`config.mk`:
```
export PLATFORM = sky130hd
export DESIGN_NAME = demux_stream_1ton_flat
export DESIGN_NICKNAME = d
export VERILOG_FILES = /design/src/rtl/demux_stream_1ton_if.sv /design/src/rtl/demux_stream_1ton.sv /design/src/flat_wrapper.sv
export SDC_FILE = /design/constraint.sdc
export NUM_CORES = 1
export LEC_CHECK = 0
export CORE_MARGIN = 8
export CORE_UTILIZATION = 42
export DETAILED_ROUTE_END_ITERATION = 8
export GPL_ROUTABILITY_DRIVEN = 0
export PLACE_DENSITY_LB_ADDON = 0.1
export SLEW_MARGIN = 5
export SYNTH_ARGS = -nofsm -noshare
export SYNTH_HDL_FRONTEND = slang
export SYNTH_SLANG_ARGS = --single-unit
```
`constraint.sdc`:
```
create_clock -name clk -period 2.95 [get_ports clk]
set_clock_uncertainty 0.2 [all_clocks]
set_input_delay 0.59 -clock clk [delete_from_list [all_inputs] [get_ports clk]]
set_output_delay 0.59 -clock clk [all_outputs]
set_load 0.05 [all_outputs]
```
`src/rtl/demux_stream_1ton_if.sv`:
```
// Stream bus for the 1-to-N demux: one upstream word channel fanning out to N_CH
// downstream channels that share a single payload bus.
interface demux_stream_1ton_if #(
  parameter int DATA_W = 8,
  parameter int N_CH   = 32,
  parameter int SEL_W  = 5
);
  // Handshakes are strict valid/ready: a word moves on a rising edge where valid
  // and ready are both 1. Ready never looks at valid. A valid word and its
  // payload stay put until they are accepted.
  logic              in_valid;
  logic              in_ready;
  logic [DATA_W-1:0] in_data;
  logic [SEL_W-1:0]  in_sel;
  logic              in_bcast;
  logic [N_CH-1:0]   out_valid;
  logic [N_CH-1:0]   out_ready;
  logic [DATA_W-1:0] out_data;
  logic [7:0]        err_cnt;
  logic              busy;

  modport master (
    output in_valid, in_data, in_sel, in_bcast, out_ready,
    input  in_ready, out_valid, out_data, err_cnt, busy
  );

  modport slave (
    input  in_valid, in_data, in_sel, in_bcast, out_ready,
    output in_ready, out_valid, out_data, err_cnt, busy
  );
endinterface

```
`src/rtl/demux_stream_1ton.sv`:
```
// One-stage 1-to-N stream demux with unicast/broadcast routing, per-channel
// delivery tracking and a saturating count of words dropped for a bad selector.
module demux_stream_1ton #(
  parameter int DATA_W = 8,
  parameter int N_CH   = 32,
  parameter int SEL_W  = 5
) (
  input  logic                 clk,
  input  logic                 rst,
  demux_stream_1ton_if.slave   bus,
  output logic                 dbg_state
);
  typedef enum logic {ST_EMPTY = 1'b0, ST_HOLD = 1'b1} state_t;

  localparam logic [N_CH-1:0] ONE   = {{(N_CH-1){1'b0}}, 1'b1};
  localparam logic [SEL_W:0]  N_LIM = (SEL_W+1)'(N_CH);

  state_t            state_q, state_d;
  logic [N_CH-1:0]   pend_q, pend_d;
  logic [DATA_W-1:0] data_q, data_d;
  logic [7:0]        err_q, err_d;
  logic [N_CH-1:0]   remain;
  logic              free, take, in_range, load, drop;

  // Channels still waiting after this cycle's deliveries. The stage can take a
  // new word as soon as nothing would remain.
  assign remain   = pend_q & ~bus.out_ready;
  assign free     = !rst && (remain == '0);
  assign take     = bus.in_valid && free;
  assign in_range = {1'b0, bus.in_sel} < N_LIM;
  assign load     = take && (bus.in_bcast || in_range);
  assign drop     = take && !bus.in_bcast && !in_range;

  always_ff @(posedge clk) begin
    if (rst) begin
      state_q <= ST_EMPTY;
      pend_q  <= '0;
      data_q  <= '0;
      err_q   <= '0;
    end else begin
      state_q <= state_d;
      pend_q  <= pend_d;
      data_q  <= data_d;
      err_q   <= err_d;
    end
  end

  always_comb begin
    state_d = state_q;
    pend_d  = remain;
    data_d  = data_q;
    err_d   = err_q;
    if (load) begin
      pend_d = bus.in_bcast ? {N_CH{1'b1}} : (ONE << bus.in_sel);
      data_d = bus.in_data;
    end
    if (drop && err_q != 8'hFF) err_d = err_q + 8'd1;
    case (state_q)
      ST_EMPTY: if (load) state_d = ST_HOLD;
      ST_HOLD:  if (!load && remain == '0) state_d = ST_EMPTY;
      default:  state_d = ST_EMPTY;
    endcase
  end

  always_comb begin
    bus.in_ready  = free;
    bus.out_valid = pend_q;
    bus.out_data  = data_q;
    bus.err_cnt   = err_q;
    bus.busy      = |pend_q;
    dbg_state     = state_q;
  end
endmodule

```
`src/flat_wrapper.sv`:
```
// flat-port wrapper written by rule: the top's interface ports become plain ports
module demux_stream_1ton_flat 
#(
  parameter int DATA_W = 8,
  parameter int N_CH   = 32,
  parameter int SEL_W  = 5
)
  (clk, rst, dbg_state, bus_in_valid, bus_in_data, bus_in_sel, bus_in_bcast, bus_out_ready, bus_in_ready, bus_out_valid, bus_out_data, bus_err_cnt, bus_busy);
  demux_stream_1ton_if #(.DATA_W(DATA_W), .N_CH(N_CH), .SEL_W(SEL_W)) bus_i ();
  input  logic clk;
  input  logic rst;
  output logic dbg_state;
  input wire logic [$bits(bus_i.in_valid)-1:0] bus_in_valid;
  input wire logic [$bits(bus_i.in_data)-1:0] bus_in_data;
  input wire logic [$bits(bus_i.in_sel)-1:0] bus_in_sel;
  input wire logic [$bits(bus_i.in_bcast)-1:0] bus_in_bcast;
  input wire logic [$bits(bus_i.out_ready)-1:0] bus_out_ready;
  output wire logic [$bits(bus_i.in_ready)-1:0] bus_in_ready;
  output wire logic [$bits(bus_i.out_valid)-1:0] bus_out_valid;
  output wire logic [$bits(bus_i.out_data)-1:0] bus_out_data;
  output wire logic [$bits(bus_i.err_cnt)-1:0] bus_err_cnt;
  output wire logic [$bits(bus_i.busy)-1:0] bus_busy;
  assign bus_i.in_valid = bus_in_valid;
  assign bus_i.in_data = bus_in_data;
  assign bus_i.in_sel = bus_in_sel;
  assign bus_i.in_bcast = bus_in_bcast;
  assign bus_i.out_ready = bus_out_ready;
  assign bus_in_ready = bus_i.in_ready;
  assign bus_out_valid = bus_i.out_valid;
  assign bus_out_data = bus_i.out_data;
  assign bus_err_cnt = bus_i.err_cnt;
  assign bus_busy = bus_i.busy;
  demux_stream_1ton #(.DATA_W(DATA_W), .N_CH(N_CH), .SEL_W(SEL_W)) u_core (.clk(clk), .rst(rst), .bus(bus_i), .dbg_state(dbg_state));
endmodule
```
# After elaboration in Yosys (flattened, before gate mapping)
# Cells that the tools add are included.
[op_classes]
n_reduce_logical = 7
n_mux = 5
n_bitwise = 3
shift = 1
[op_table]
columns = ["operator", "count"]
rows = [
  ["32-bit two-way mux", 2],
  ["32-bit bitwise AND", 1],
  ["32-bit zero test", 1],
  ["32-bit inverter", 1],
  ["32-bit OR reduction", 1],
  ["1-bit by 5-bit left shift with 32-bit output (first input constant)", 1],
  ["1-bit logical AND", 3],
  ["1-bit zero test", 2],
  ["1-bit two-way mux", 2],
  ["1-bit case mux with 2 select lines", 1],
  ["1-bit inverter", 1],
]
[totals]
ff_bits = 41
elab_cells = 19

# Logic depth before layout (Yosys ltp)
[logic_depth]
word_depth = 9
depth_mapped = 7

# Worst setup path before layout
# Ideal clock, no wire load.
[synth_timing]
path_kind = "input-to-output"
from = "input port bus_out_ready[25]"
to = "output port bus_in_ready"
cell_stages = 4
required_ns = 2.160
path_slack_ns = -0.718
arrival_time_ns = 2.878
path_cell_list = "nand2b_1 > nand4_1 > or4_4 > nor4_1"
[synth_between]
elab_chain_len = 4
[synth_lines]
columns = ["item", "line_no", "rtl"]
rows = [
  ["start: declaration", "flat_wrapper.sv:17", "input wire logic [$bits(bus_i.out_ready)-1:0] bus_out_ready;"],
  ["32-bit inverter", "demux_stream_1ton.sv:27", "assign remain = pend_q & ~bus.out_ready;"],
  ["32-bit bitwise AND", "demux_stream_1ton.sv:27", ""],
  ["32-bit zero test", "demux_stream_1ton.sv:28", "assign free = !rst && (remain == '0);"],
  ["1-bit logical AND", "demux_stream_1ton.sv:28", ""],
  ["end: declaration", "flat_wrapper.sv:18", "output wire logic [$bits(bus_i.in_ready)-1:0] bus_in_ready;"],
]
# No other way between the ends.

# Worst setup path after layout
[layout_timing]
from = "input port bus_out_ready[8]"
to = "output port bus_in_ready"
# The elaborated chain is that of the path after synthesis.

==> flow_metrics.env <==
export IMPL_outcome="finished clean"
export IMPL_power_leakage_nw=1.33
export IMPL_synth_avg_cell_area_um2=10.2
export IMPL_dr_pass1_iters=4
export IMPL_clk_pin_slew_ps=80
export IMPL_yosysWarnings=0
export IMPL_wl_mm=7.61
export IMPL_grt_first_pass_wirelength_mm=11.3
export IMPL_dpl_instance_area_um2=3340
export IMPL_min_path_type="reg -> reg"
export IMPL_place_ws_ps=-357
export IMPL_tns_ps=0
export IMPL_stdcell_count=399
export IMPL_vias=2117
export IMPL_first_iter_violations=163
export IMPL_r2r_end="u_core.bus.out_valid[19]"
export IMPL_synth_edf_count=0
export IMPL_cts_root_buffer="clkbuf_8"
export IMPL_finalPower_mw=3.03
export IMPL_crit_chain="clkdlybuf4s15_1 > nand2b_4 > nand4_1 > or4_4 > nor4_4 > buf_12"
export IMPL_overflow=0
export IMPL_p_seq_share_pct=26.3
export IMPL_p_int_mw=1.69
export IMPL_yosysUniqueCellTypes=28
export IMPL_hold_ws_ps=323
export IMPL_cp_max_fo=4
export IMPL_r2r_setup_slack_ps=380
export IMPL_fin_ws_ps=58.4
export IMPL_grt_max_degree=33
export IMPL_powerDensity_nw_per_um2=840
export IMPL_place_hpwl_mm=5.72
export IMPL_drc=0
export IMPL_ys_flop_type="dfxtp_1"
export IMPL_cts_buffers=5
export IMPL_peakVddDrop_mv=0.654
export IMPL_netlist_area_um2=2230
export IMPL_power_frac_comb_pct=58.2
export IMPL_antenna_found_initial=0
export IMPL_hold_viol_final=0
export IMPL_clkPwrFrac_pct=15.5
export IMPL_p_sw_share_pct=44.3
export IMPL_slowest_delay_ps=560
export IMPL_arrival_ps=2100
export IMPL_setup_violations=0
export IMPL_ys_seq_area_share_pct=36.9
export IMPL_area_growth_pct=61.7
export IMPL_final_area_um2=3600
export IMPL_layout_drive_gt1_share_pct=31.6
export IMPL_critPathCapture="bus_in_ready"
export IMPL_fmax_mhz=346
export IMPL_ant_nets=0
export IMPL_post_drt_wl_per_cell_um=19.1
export IMPL_fin_util_pct=70.5
export IMPL_async_flop_share_pct=0
export IMPL_final_nets=377
export IMPL_clockBufferDepth=2
export IMPL_tritoncts="built"
export IMPL_holdBufCountCts=0
export IMPL_startpoint_type="input pin"
export IMPL_dieHeight_um=88.8
export IMPL_die_area_um2=7890
export IMPL_r2r_start="u_core.bus.out_valid[8]"
export IMPL_grt_pass1_vias=2083
export IMPL_start_util_pct=43.6
export IMPL_io_buffer_count=91
export IMPL_switching_power_mw=1.34
export IMPL_rows=26
export IMPL_via_per_inst=5.31
export IMPL_syn_inst=219
export IMPL_drv_slew=0
export IMPL_placedCellCount=386
export IMPL_clk_latency_ps=290
export IMPL_critPathCaptureType="primary output"
export IMPL_criticalPathCategory="in -> out"
export IMPL_max_slew_margin_pct=55.4
export IMPL_cts_htree_levels=2
export IMPL_synth_seq_cells=41
export IMPL_fin_crit_sh_pct=98.0
export IMPL_cap_violations=0
export IMPL_diodes=0
export IMPL_worstSetupStartpoint="bus_out_ready[8]"
export IMPL_critical_path_required_ps=2160
export IMPL_layout_min_cycle_time_ps=2890
export IMPL_core_area_um2=5110
export IMPL_track_usage_pct=19.0
export IMPL_reg2reg_depth=6
export IMPL_whs_path_depth=2
export IMPL_critPathSlowestCell="or4_4"
export IMPL_die_w_um=88.8
export IMPL_cts_sinks=41
export IMPL_worst_slew_pin_transition_ps=667
export IMPL_io_pins=100
[area by class of cell]
cell class / count / area (um2)
fill: 416 / 1510
multi-input combinational: 161 / 1440
timing repair buffer: 118 / 1130
sequential: 41 / 821
tap: 70 / 87.6
clock buffer: 7 / 86.3
clock inverter: 1 / 30.0
inverter: 1 / 3.75
[sequential cells by signal (all words and copies together), names as in the netlist]
signal                count
u_core.bus.out_data       8
u_core.bus.out_valid     32
u_core.dbg_state          1
[routing by layer]
| metal | GRT usage [%] | routed length [um] |
|---|---|---|
| met1 | 24.5 | 3320 |
| met2 | 31.4 | 3610 |
| met3 | 4.55 | 640 |
| met5 | 0 | 0 |
| met4 | 3.07 | 45 |
[synthesized netlist by cell type (3+ instances only)]
library cell  instances  area (um2)
nand4_1               8        50.1
nand2b_1             32         200
nor3b_1               3        22.5
buf_1                 3        11.3
a221oi_2             32         480
nand2_1              35         131
nor4_1                9        56.3
nor2b_1              10        62.6
buf_4                 8        60.1
clkbuf_1              4        15.0
dfxtp_1              41         821
mux2_4                7         105
buf_2                 3        15.0
buf_6                 5        56.3
[critical path: cells and delay by family]
kind                   cells  cell delay (ps)
buffers and inverters      2              360
and+or+nand+nor            4             1160
[layout by cell type (no fill, tap or decap), types with 9 or more instances in the layout]
| master | count |
|---|---|
| nand2_1 | 35 |
| nand2b_4 | 19 |
| clkdlybuf4s50_1 | 72 |
| a221oi_2 | 32 |
| dfxtp_1 | 41 |
| nor2b_1 | 10 |
| buf_4 | 25 |
| clkdlybuf4s15_1 | 9 |
| nand2b_1 | 13 |
[worst min path at each step]
stage	from	end	slack, ps
detailed placement	u_core.dbg_state	u_core.dbg_state	320
global placement	u_core.dbg_state	u_core.dbg_state	290
floorplan	bus_in_data[7]	u_core.bus.out_data[7]	510
finish	u_core.dbg_state	u_core.dbg_state	320
CTS	u_core.dbg_state	u_core.dbg_state	330
global route	u_core.dbg_state	u_core.dbg_state	360
[cell families after synthesis]
kind of cell | share of synthesized area (%)
AO/OA/AOI/OAI | 22.0
buffers and inverters | 7.25
flip-flops | 36.9
multiplexers | 5.22
other | 0.168
AND/OR/NAND/NOR | 28.5
[timing repair]
item                                    CTS  global route
setup buffers                             2             5
gates resized for setup                  37            15
pin swaps                                 8             5
endpoints found under the setup margin   41             1
cloned                                    0             0
[power groups by stage]
stage / Combinational [mW] / Sequential [mW] / Clock, mW
6_report: 1.76 / 0.796 / 0.469
5_1_grt: 1.84 / 0.808 / 0.497
4_1_cts: 1.74 / 0.793 / 0.474
3_5_place_dp: 1.78 / 0.777 / 0
3_3_place_gp: 1.76 / 0.777 / 0
2_1_floorplan: 0.745 / 1.18 / 0
Power figures use the tool's default switching activity.
